$ cat src/rtl/if_stage_pkg.sv
// Shared types and constants for the instruction-fetch stage and its ROM interface.
package if_stage_pkg;

  typedef logic [31:0] inst_addr_t;
  typedef logic [31:0] inst_data_t;

  localparam inst_addr_t  RESET_VECTOR    = 32'h0000_0000;
  localparam logic [31:0] ZERO_WORD       = 32'h0000_0000;
  localparam logic        CHIP_ENABLE     = 1'b1;
  localparam logic        CHIP_DISABLE    = 1'b0;
  localparam int unsigned PC_STEP_DEFAULT = 4;

  // Modulo-2^32 sequential PC; low bits pass through untouched.
  function automatic inst_addr_t pc_advance(input inst_addr_t pc, input int unsigned step);
    return pc + inst_addr_t'(step);
  endfunction

endpackage

$ cat src/rtl/if_stage_if.sv
// ROM fetch interface: the fetch stage drives enable and address, the ROM returns data the same cycle.
interface i_fetch_inst;
  import if_stage_pkg::*;

  logic       en;
  inst_addr_t addr;
  inst_data_t data;

  modport master (output en, output addr, input data);
  modport slave  (input en, input addr, output data);

endinterface

$ cat src/rtl/if_stage_pc_reg.sv
// Program counter with chip-enable flop and next-PC priority mux; drives the ROM fetch port.
module pc_reg
  import if_stage_pkg::*;
#(
  parameter inst_addr_t  RESET_PC = RESET_VECTOR,
  parameter int unsigned PC_STEP  = PC_STEP_DEFAULT
) (
  input  logic              clk,
  input  logic              rst_n,
  i_fetch_inst.master       fetch,
  input  logic              stall_pc,
  input  logic              branch_flag,
  input  inst_addr_t        branch_target,
  input  logic              flush,
  input  inst_addr_t        flush_pc
);

  logic       r_en;
  inst_addr_t r_pc;
  inst_addr_t w_pc_next;

  // A branch seen during a PC stall is dropped; ID re-asserts it once released.
  always_comb begin
    w_pc_next = pc_advance(r_pc, PC_STEP);
    if (r_en == CHIP_DISABLE) begin
      w_pc_next = RESET_PC;
    end else if (flush) begin
      w_pc_next = flush_pc;
    end else if (stall_pc) begin
      w_pc_next = r_pc;
    end else if (branch_flag) begin
      w_pc_next = branch_target;
    end
  end

  always_ff @(posedge clk or negedge rst_n) begin
    if (!rst_n) begin
      r_en <= CHIP_DISABLE;
      r_pc <= RESET_PC;
    end else begin
      r_en <= CHIP_ENABLE;
      r_pc <= w_pc_next;
    end
  end

  assign fetch.en   = r_en;
  assign fetch.addr = r_pc;

endmodule

$ cat src/rtl/if_stage.sv
// Instruction-fetch stage: PC/fetch control plus the IF/ID pipeline register feeding decode.
module if_stage
  import if_stage_pkg::*;
#(
  parameter inst_addr_t  RESET_PC = RESET_VECTOR,
  parameter int unsigned PC_STEP  = PC_STEP_DEFAULT
) (
  input  logic        clk,
  input  logic        rst_n,
  i_fetch_inst.master inst,
  input  logic        stall_pc,
  input  logic        stall_id,
  input  logic        branch_flag,
  input  inst_addr_t  branch_target,
  input  logic        flush,
  input  inst_addr_t  flush_pc,
  output inst_addr_t  id_pc,
  output inst_data_t  id_inst
);

  inst_addr_t r_id_pc;
  inst_data_t r_id_inst;

  pc_reg #(
    .RESET_PC (RESET_PC),
    .PC_STEP  (PC_STEP)
  ) u_pc_reg (
    .clk           (clk),
    .rst_n         (rst_n),
    .fetch         (inst),
    .stall_pc      (stall_pc),
    .branch_flag   (branch_flag),
    .branch_target (branch_target),
    .flush         (flush),
    .flush_pc      (flush_pc)
  );

  // A PC stall with decode free inserts a bubble so the held fetch is not issued twice.
  always_ff @(posedge clk or negedge rst_n) begin
    if (!rst_n) begin
      r_id_pc   <= ZERO_WORD;
      r_id_inst <= ZERO_WORD;
    end else if (inst.en == CHIP_DISABLE || flush || (stall_pc && !stall_id)) begin
      r_id_pc   <= ZERO_WORD;
      r_id_inst <= ZERO_WORD;
    end else if (!stall_id) begin
      r_id_pc   <= inst.addr;
      r_id_inst <= inst.data;
    end
  end

  assign id_pc   = r_id_pc;
  assign id_inst = r_id_inst;

endmodule

$ cat src/flat_wrapper.sv
// flat-port wrapper written by rule: the top's interface ports become plain ports
module if_stage_flat import if_stage_pkg::*;
#(
  parameter inst_addr_t  RESET_PC = RESET_VECTOR,
  parameter int unsigned PC_STEP  = PC_STEP_DEFAULT
)
  (clk, rst_n, stall_pc, stall_id, branch_flag, branch_target, flush, flush_pc, id_pc, id_inst, inst_en, inst_addr, inst_data);
  i_fetch_inst inst_i ();
  input  logic clk;
  input  logic rst_n;
  input  logic stall_pc;
  input  logic stall_id;
  input  logic branch_flag;
  input  inst_addr_t branch_target;
  input  logic flush;
  input  inst_addr_t flush_pc;
  output inst_addr_t id_pc;
  output inst_data_t id_inst;
  output wire logic [$bits(inst_i.en)-1:0] inst_en;
  output wire logic [$bits(inst_i.addr)-1:0] inst_addr;
  input wire logic [$bits(inst_i.data)-1:0] inst_data;
  assign inst_en = inst_i.en;
  assign inst_addr = inst_i.addr;
  assign inst_i.data = inst_data;
  if_stage #(.RESET_PC(RESET_PC), .PC_STEP(PC_STEP)) u_core (.clk(clk), .rst_n(rst_n), .inst(inst_i), .stall_pc(stall_pc), .stall_id(stall_id), .branch_flag(branch_flag), .branch_target(branch_target), .flush(flush), .flush_pc(flush_pc), .id_pc(id_pc), .id_inst(id_inst));
endmodule
$ cat config.mk
export PLATFORM = sky130hd
export DESIGN_NAME = if_stage_flat
export DESIGN_NICKNAME = d
export VERILOG_FILES = /design/src/rtl/if_stage_pkg.sv /design/src/rtl/if_stage_if.sv /design/src/rtl/if_stage_pc_reg.sv /design/src/rtl/if_stage.sv /design/src/flat_wrapper.sv
export SDC_FILE = /design/constraint.sdc
export NUM_CORES = 1
export LEC_CHECK = 0
export CAP_MARGIN = 15
export CORE_MARGIN = 5
export CORE_UTILIZATION = 44
export DETAILED_ROUTE_END_ITERATION = 8
export PLACE_DENSITY = 0.86
export REMOVE_ABC_BUFFERS = 1
export SLEW_MARGIN = 20
export SYNTH_ARGS = -nofsm -noshare
export SYNTH_HDL_FRONTEND = slang
export SYNTH_SLANG_ARGS = --single-unit
$ cat constraint.sdc
create_clock -name clk -period 2.3 [get_ports clk]
set_input_delay 0.23 -clock clk [delete_from_list [all_inputs] [get_ports clk]]
set_output_delay 0.23 -clock clk [all_outputs]
set_load 0.03 [all_outputs]
==> results of run 1 <==
## sequential cells by signal (all words and copies together), names as in the netlist
| register | cells |
|---|---|
| u_core.id_inst | 32 |
| u_core.u_pc_reg.fetch.addr | 32 |
| u_core.u_pc_reg.fetch.en | 1 |
| u_core.id_pc | 32 |
## path summary, 6_finish.rpt
kind / depth (start not counted) / end / startpoint
max: 5 / u_core.u_pc_reg.fetch.addr[21] / u_core.u_pc_reg.fetch.addr[10]
min: 5 / u_core.u_pc_reg.fetch.addr[11] / stall_pc
max reg2reg: 5 / u_core.u_pc_reg.fetch.addr[21] / u_core.u_pc_reg.fetch.addr[10]
min reg2reg: 1 / u_core.id_pc[24] / u_core.id_pc[24]
max in group asynchronous: 3 / u_core.u_pc_reg.fetch.addr[1] / rst_n
min in group asynchronous: 2 / u_core.id_inst[12] / rst_n
## placed cells by master (no fill, tap or decap), types with 8 or more instances in the layout
cell,instances
a21oi_1,30
a22o_1,67
buf_4,22
clkbuf_8,11
clkdlybuf4s50_1,195
dfrtp_1,97
inv_1,8
nand2_1,52
nand3_1,8
nand4_1,16
nor2_1,22
o211ai_1,8
o21ai_0,31
## repair_timing
| item | 4_1_cts | 5_1_grt |
|---|---|---|
| endpoints found under the hold margin | 48 | 0 |
| resized for setup | 0 | 0 |
| hold buffers | 1 | 0 |
## power groups by stage
stage / clock network (mW) / registers [mW] / logic [mW]
global placement: 0 / 1.89 / 0.791
CTS: 1.30 / 1.86 / 0.812
finish: 1.27 / 1.87 / 0.811
detailed placement: 0 / 1.90 / 0.807
floorplan: 0 / 2.01 / 0.202
global route: 1.37 / 1.88 / 0.869
## stage by stage
step	setup WS, ns	cell area, um2	total power [mW]
2_1_floorplan	-2.86	4700	2.21
6_report	0.198	7290	3.95
5_1_grt	0.0427	7290	4.11
3_3_place_gp	0.369	7050	2.68
4_1_cts	0.231	7290	3.97
3_5_place_dp	0.266	7050	2.70
## area by class of cell
cell class / instances / area, um2 / share of cell area, %
tap: 140 / 175 / 2.40
clock buffer: 11 / 151 / 2.08
sequential: 97 / 2430 / 33.3
clock inverter: 5 / 77.6 / 1.06
timing repair buffer: 222 / 2180 / 29.9
inverter: 8 / 30.0 / 0.412
multi-input combinational: 344 / 2250 / 30.8
## logic make-up after synthesis
family	Yosys count	synth area share, %
AO/OA/AOI/OAI	189	27.9
other	1	0.0767
flip-flops	97	49.6
multiplexers	8	1.69
XOR/XNOR	8	1.43
AND/OR/NAND/NOR	137	14.5
buffers and inverters	52	4.53
adder cells (fa/ha/maj)	1	0.256
## layer usage
| metal | vias up | GRT usage, % |
|---|---|---|
| met5 | - | 0 |
| li1 | 2237 | - |
| met3 | 32 | 4.80 |
| met4 | 0 | 8.37 |
| met1 | 2386 | 34.3 |
| met2 | 283 | 40.3 |
## critical path: cells and delay by family, from the launching register on
family	cells	cell delay, ns
AO/OA/AOI/OAI	1	0.36
AND/OR/NAND/NOR	4	1.13
flip-flops	1	0.55
==> reports/metrics.cfg, run 1 <==
[outcome]
status = finished clean

[timing]
holdWs_ns = 0.417
fmax_mhz = 476
timing.setup.tns_ns = 0
fin_skew_ns = 0.0121
finalSetupViolations = 0
tightest_slew_ns = 0.649
slew_headroom_pct = 56.7
drv_slew = 0
finalHoldViolations = 0
rsz0062_at_grt = false
period_minus_slack_ns = 2.10
fin_crit_sh_pct = 91.4

[floorplan]
die_w_um = 115
rows = 38
pin_count = 199
die_y_um = 115
core_area_mm2 = 0.0109
die-area_mm2 = 0.0133
start_util_pct = 44.9

[final_layout]
post-route-util_pct = 66.9
layout-drive-gt1-share_pct = 7.71
nets = 785
area_delta_synth_final_pct = 49.0
fillCellCount = 872
final_cells = 827
num_antenna_cells = 0

[detailed_routing]
wl_met2_um = 7940
met1_length_um = 6780
drt_iter0_markers = 492
vias = 4938
highest_layer = met4
wl_per_cell_um = 20.0
drt-vias-per-instance = 5.97
wl_um = 16500
drc = 0
firstDrtPassIters = 6
ant_nets = 0
met3_length_um = 1480

[clock_network]
clockBufferDepth = 2
numCtsBuffers = 9
tritoncts = done
cts.sinks = 97
cts-root-buf = clkbuf_8
clkLatencyLatePin_ns = 0.37
clk_transition_reported_paths_ns = 0.10
cts_setup_buffers = 0
cts.htree.levels = 3

[yosys]
synth.most_common_cell = dfrtp_1
synth_commonest_cells = dfrtp_1 (97), a22o_1 (67), nand2_1 (52)
syn_area_mm2 = 0.00489
syn-instance-count = 493
synth_cell_type_count = 55
synthFlopType = dfrtp_1
ys_ff_latch = 97
ys_seq_area_share_pct = 49.6
syn_avg_cell_area_um2 = 9.92
ys_top_cells_by_area = dfrtp_1 (50%), a22o_1 (12%), nand2_1 (4.0%), o21ai_0 (3.2%), a21oi_1 (3.1%)
synth_top_area_share_pct = 49.6
synth_top_area_cell = dfrtp_1
synthArstFlopShare_pct = 100
synth-edff-count = 0
ys_warn_count = 0

[placement]
io_buffers = 198
gp_congestion = 0.916
dp.cells = 810
dp_hpwl_um = 11800

[flow_run]
maxCapViolCount = 0

[worst_setup_path]
max_stage_delay_ns = 0.61
cp.arrival_ns = 2.41
cp_common_cell = and4_1
start_kind = register
r2r_setup_slack_ns = 0.20
critPathCaptureType = register
critical_path_class = register to register
cp_slowest_cell = and4_1
critPathMaxFanout = 18
required_ns = 2.61
path_cells = and4_1, and4_1, nand3_1, o32a_1, nand2_1

[global_route]
grt_pass1_vias = 5024
grt_pass1_wl_um = 26400
grt_max_degree = 54
grt_antenna_before_repair = 0
grt_usage_pct = 25.1
grt-ovfl-total = 0

[min_path]
hp-class = primary input to register

[power]
internal_power_mw = 2.83
swShare_pct = 28.4
combPwrFrac_pct = 20.5
power_per_cell_area_mw_per_mm2 = 542
leakage_nw = 3.08
pwr-share-clk_pct = 32.2
seqPwrFrac_pct = 47.3
vdd_ir_drop_max_mv = 0.309
p_sw_mw = 1.12

(Power assumes the default switching activity.)
==> inputs of run 2 (changes only) <==
Settings changed: CAP_MARGIN 15 to 20.
==> results of run 2 <==
Same layout as run 1: the final DEF is identical, and so are final timing and power.
==> inputs of run 3 (changes only) <==
Settings changed: CORE_ASPECT_RATIO set to 1.75.
==> run 3 against run 2 <==
Compared with the run above:
- combinational power grew 3.6%
- critical endpoint is now inst_en
- cell area up 1.8%
- highest routed layer unchanged
- register-to-register slack better by 0.20 ns
- sequential share of layout area decreased by 0.57 points
- core utilization grew 0.24 points
- fmax is 3.6% higher
- wire length rose by 2.2%
==> reports/metrics.cfg, run 3 (same netlist as run 1, synthesis figures left out) <==
[detailed_routing]
drt_iter0_markers = 358
drc = 0
wl_per_cell_um = 20.5
ant_nets = 0
drt-vias-per-instance = 6.07
wl_um = 16900
vias = 4999
firstDrtPassIters = 5

[floorplan]
pin_count = 199
start_util_pct = 44.3
die_y_um = 149
core_area_mm2 = 0.0110
die_w_um = 89.7
die-area_mm2 = 0.0134
rows = 51

[worst_setup_path]
required_ns = 2.07
critPathMaxFanout = 33
regToRegEndpoint = u_core.u_pc_reg.fetch.addr[18]
critPathCaptureType = primary output
start_kind = register
reg2reg_from = u_core.u_pc_reg.fetch.addr[3]
reg2regPathDepth = 6
cp.arrival_ns = 1.80
r2r_setup_slack_ns = 0.40
critical_path_class = register to primary output

[final_layout]
num_antenna_cells = 0
area_delta_synth_final_pct = 51.6
final_cell_mix = clkdlybuf4s50_1 (195), dfrtp_1 (97), a22o_1 (67)
post-route-util_pct = 67.2
mostFrequentLayoutCell = clkdlybuf4s50_1
final_cells = 823
layout-drive-gt1-share_pct = 8.25
nets = 789

[timing]
slew_headroom_pct = 56.4
rsz0062_at_grt = false
fin_crit_sh_pct = 88.2
tightest_slew_ns = 0.654
fmax_mhz = 493
finalHoldViolations = 0
period_minus_slack_ns = 2.03
fin_skew_ns = 0.00774
finalSetupViolations = 0
drv_slew = 0

[global_route]
grt_usage_pct = 25.5
grt_pass1_vias = 5033
grt_max_degree = 59
grt-ovfl-total = 0
grt_pass1_wl_um = 26400
grt_antenna_before_repair = 0

[clock_network]
cts.sinks = 97
cts.htree.levels = 3
numCtsBuffers = 9
clkLatencyLatePin_ns = 0.35
cts_setup_buffers = 0
tritoncts = done
cts-root-buf = clkbuf_16
clk_transition_reported_paths_ns = 0.07
clockBufferDepth = 2

[placement]
dp.cells = 806
dp_hpwl_um = 12300
io_buffers = 198
gp_congestion = 0.900

[min_path]
worstHoldPathCells = 2
hp-class = primary input to register
worstHoldStart = flush
min_to = u_core.u_pc_reg.fetch.addr[12]

[power]
power_per_cell_area_mw_per_mm2 = 575
pwr-share-clk_pct = 36.7
vdd_ir_drop_max_mv = 0.461
internal_power_mw = 3.05
swShare_pct = 28.3
seqPwrFrac_pct = 43.6
combPwrFrac_pct = 19.7
leakage_nw = 3.15
p_sw_mw = 1.20

[outcome]
status = finished clean

[flow_run]
maxCapViolCount = 0

-- run 3: per-layer routing --
metal | vias up | wire [um] | track usage [%]
met5 | - | 0 | 0
met4 | 0 | 955 | 14.5
met3 | 67 | 1160 | 3.75
met2 | 266 | 8810 | 43.8
met1 | 2412 | 5950 | 29.2
li1 | 2254 | - | -
-- run 3: power by group through the flow --
stage	combinational, mW	sequential, mW	clock (mW)
after floorplan	0.202	2.01	0
after global placement	0.817	1.88	0
after detailed placement	0.833	1.89	0
after CTS	0.840	1.85	1.60
after global routing	0.893	1.87	1.67
final	0.840	1.86	1.56
-- run 3: worst max path at each step --
stage | depth (start not counted) | start | endpoint
after detailed placement | 6 | u_core.u_pc_reg.fetch.addr[3] | u_core.u_pc_reg.fetch.addr[30]
after global placement | 4 | stall_id | u_core.id_inst[28]
after floorplan | 3 | u_core.u_pc_reg.fetch.en | u_core.id_inst[0]
after global routing | 2 | u_core.u_pc_reg.fetch.en | inst_en
after CTS | 2 | u_core.u_pc_reg.fetch.en | inst_en
final | 2 | u_core.u_pc_reg.fetch.en | inst_en
-- run 3: final cells by class --
class / instances / area (um2)
Clock buffer: 10 / 239
Clock inverter: 6 / 72.6
Fill cell: 854 / 3630
Inverter: 8 / 30.0
Multi-Input combinational cell: 344 / 2250
Sequential cell: 97 / 2430
Tap cell: 132 / 165
Timing Repair Buffer: 226 / 2230
-- run 3: stage by stage --
step | setup TNS [ns] | area, um2 | setup WS [ns] | power (mW) | hold slack (ns)
global placement | 0 | 7090 | 0.480 | 2.70 | 0.210
detailed placement | 0 | 7090 | 0.422 | 2.72 | 0.225
CTS | 0 | 7410 | 0.274 | 4.29 | 0.313
finish | 0 | 7410 | 0.271 | 4.26 | 0.330
global route | 0 | 7410 | 0.220 | 4.43 | 0.336
floorplan | -183.24 | 4700 | -2.86 | 2.21 | -0.0656
-- run 3: what timing repair did --
action / CTS / global route
resized for setup: 0 / 0
hold buffers: 1 / 0
endpoints found under the hold margin: 35 / 0
-- run 3: critical path, stage by stage, from the launching register on --
cell and delay [ns]:
dfrtp_1 0.34, buf_4 0.34, clkdlybuf4s50_1 0.76
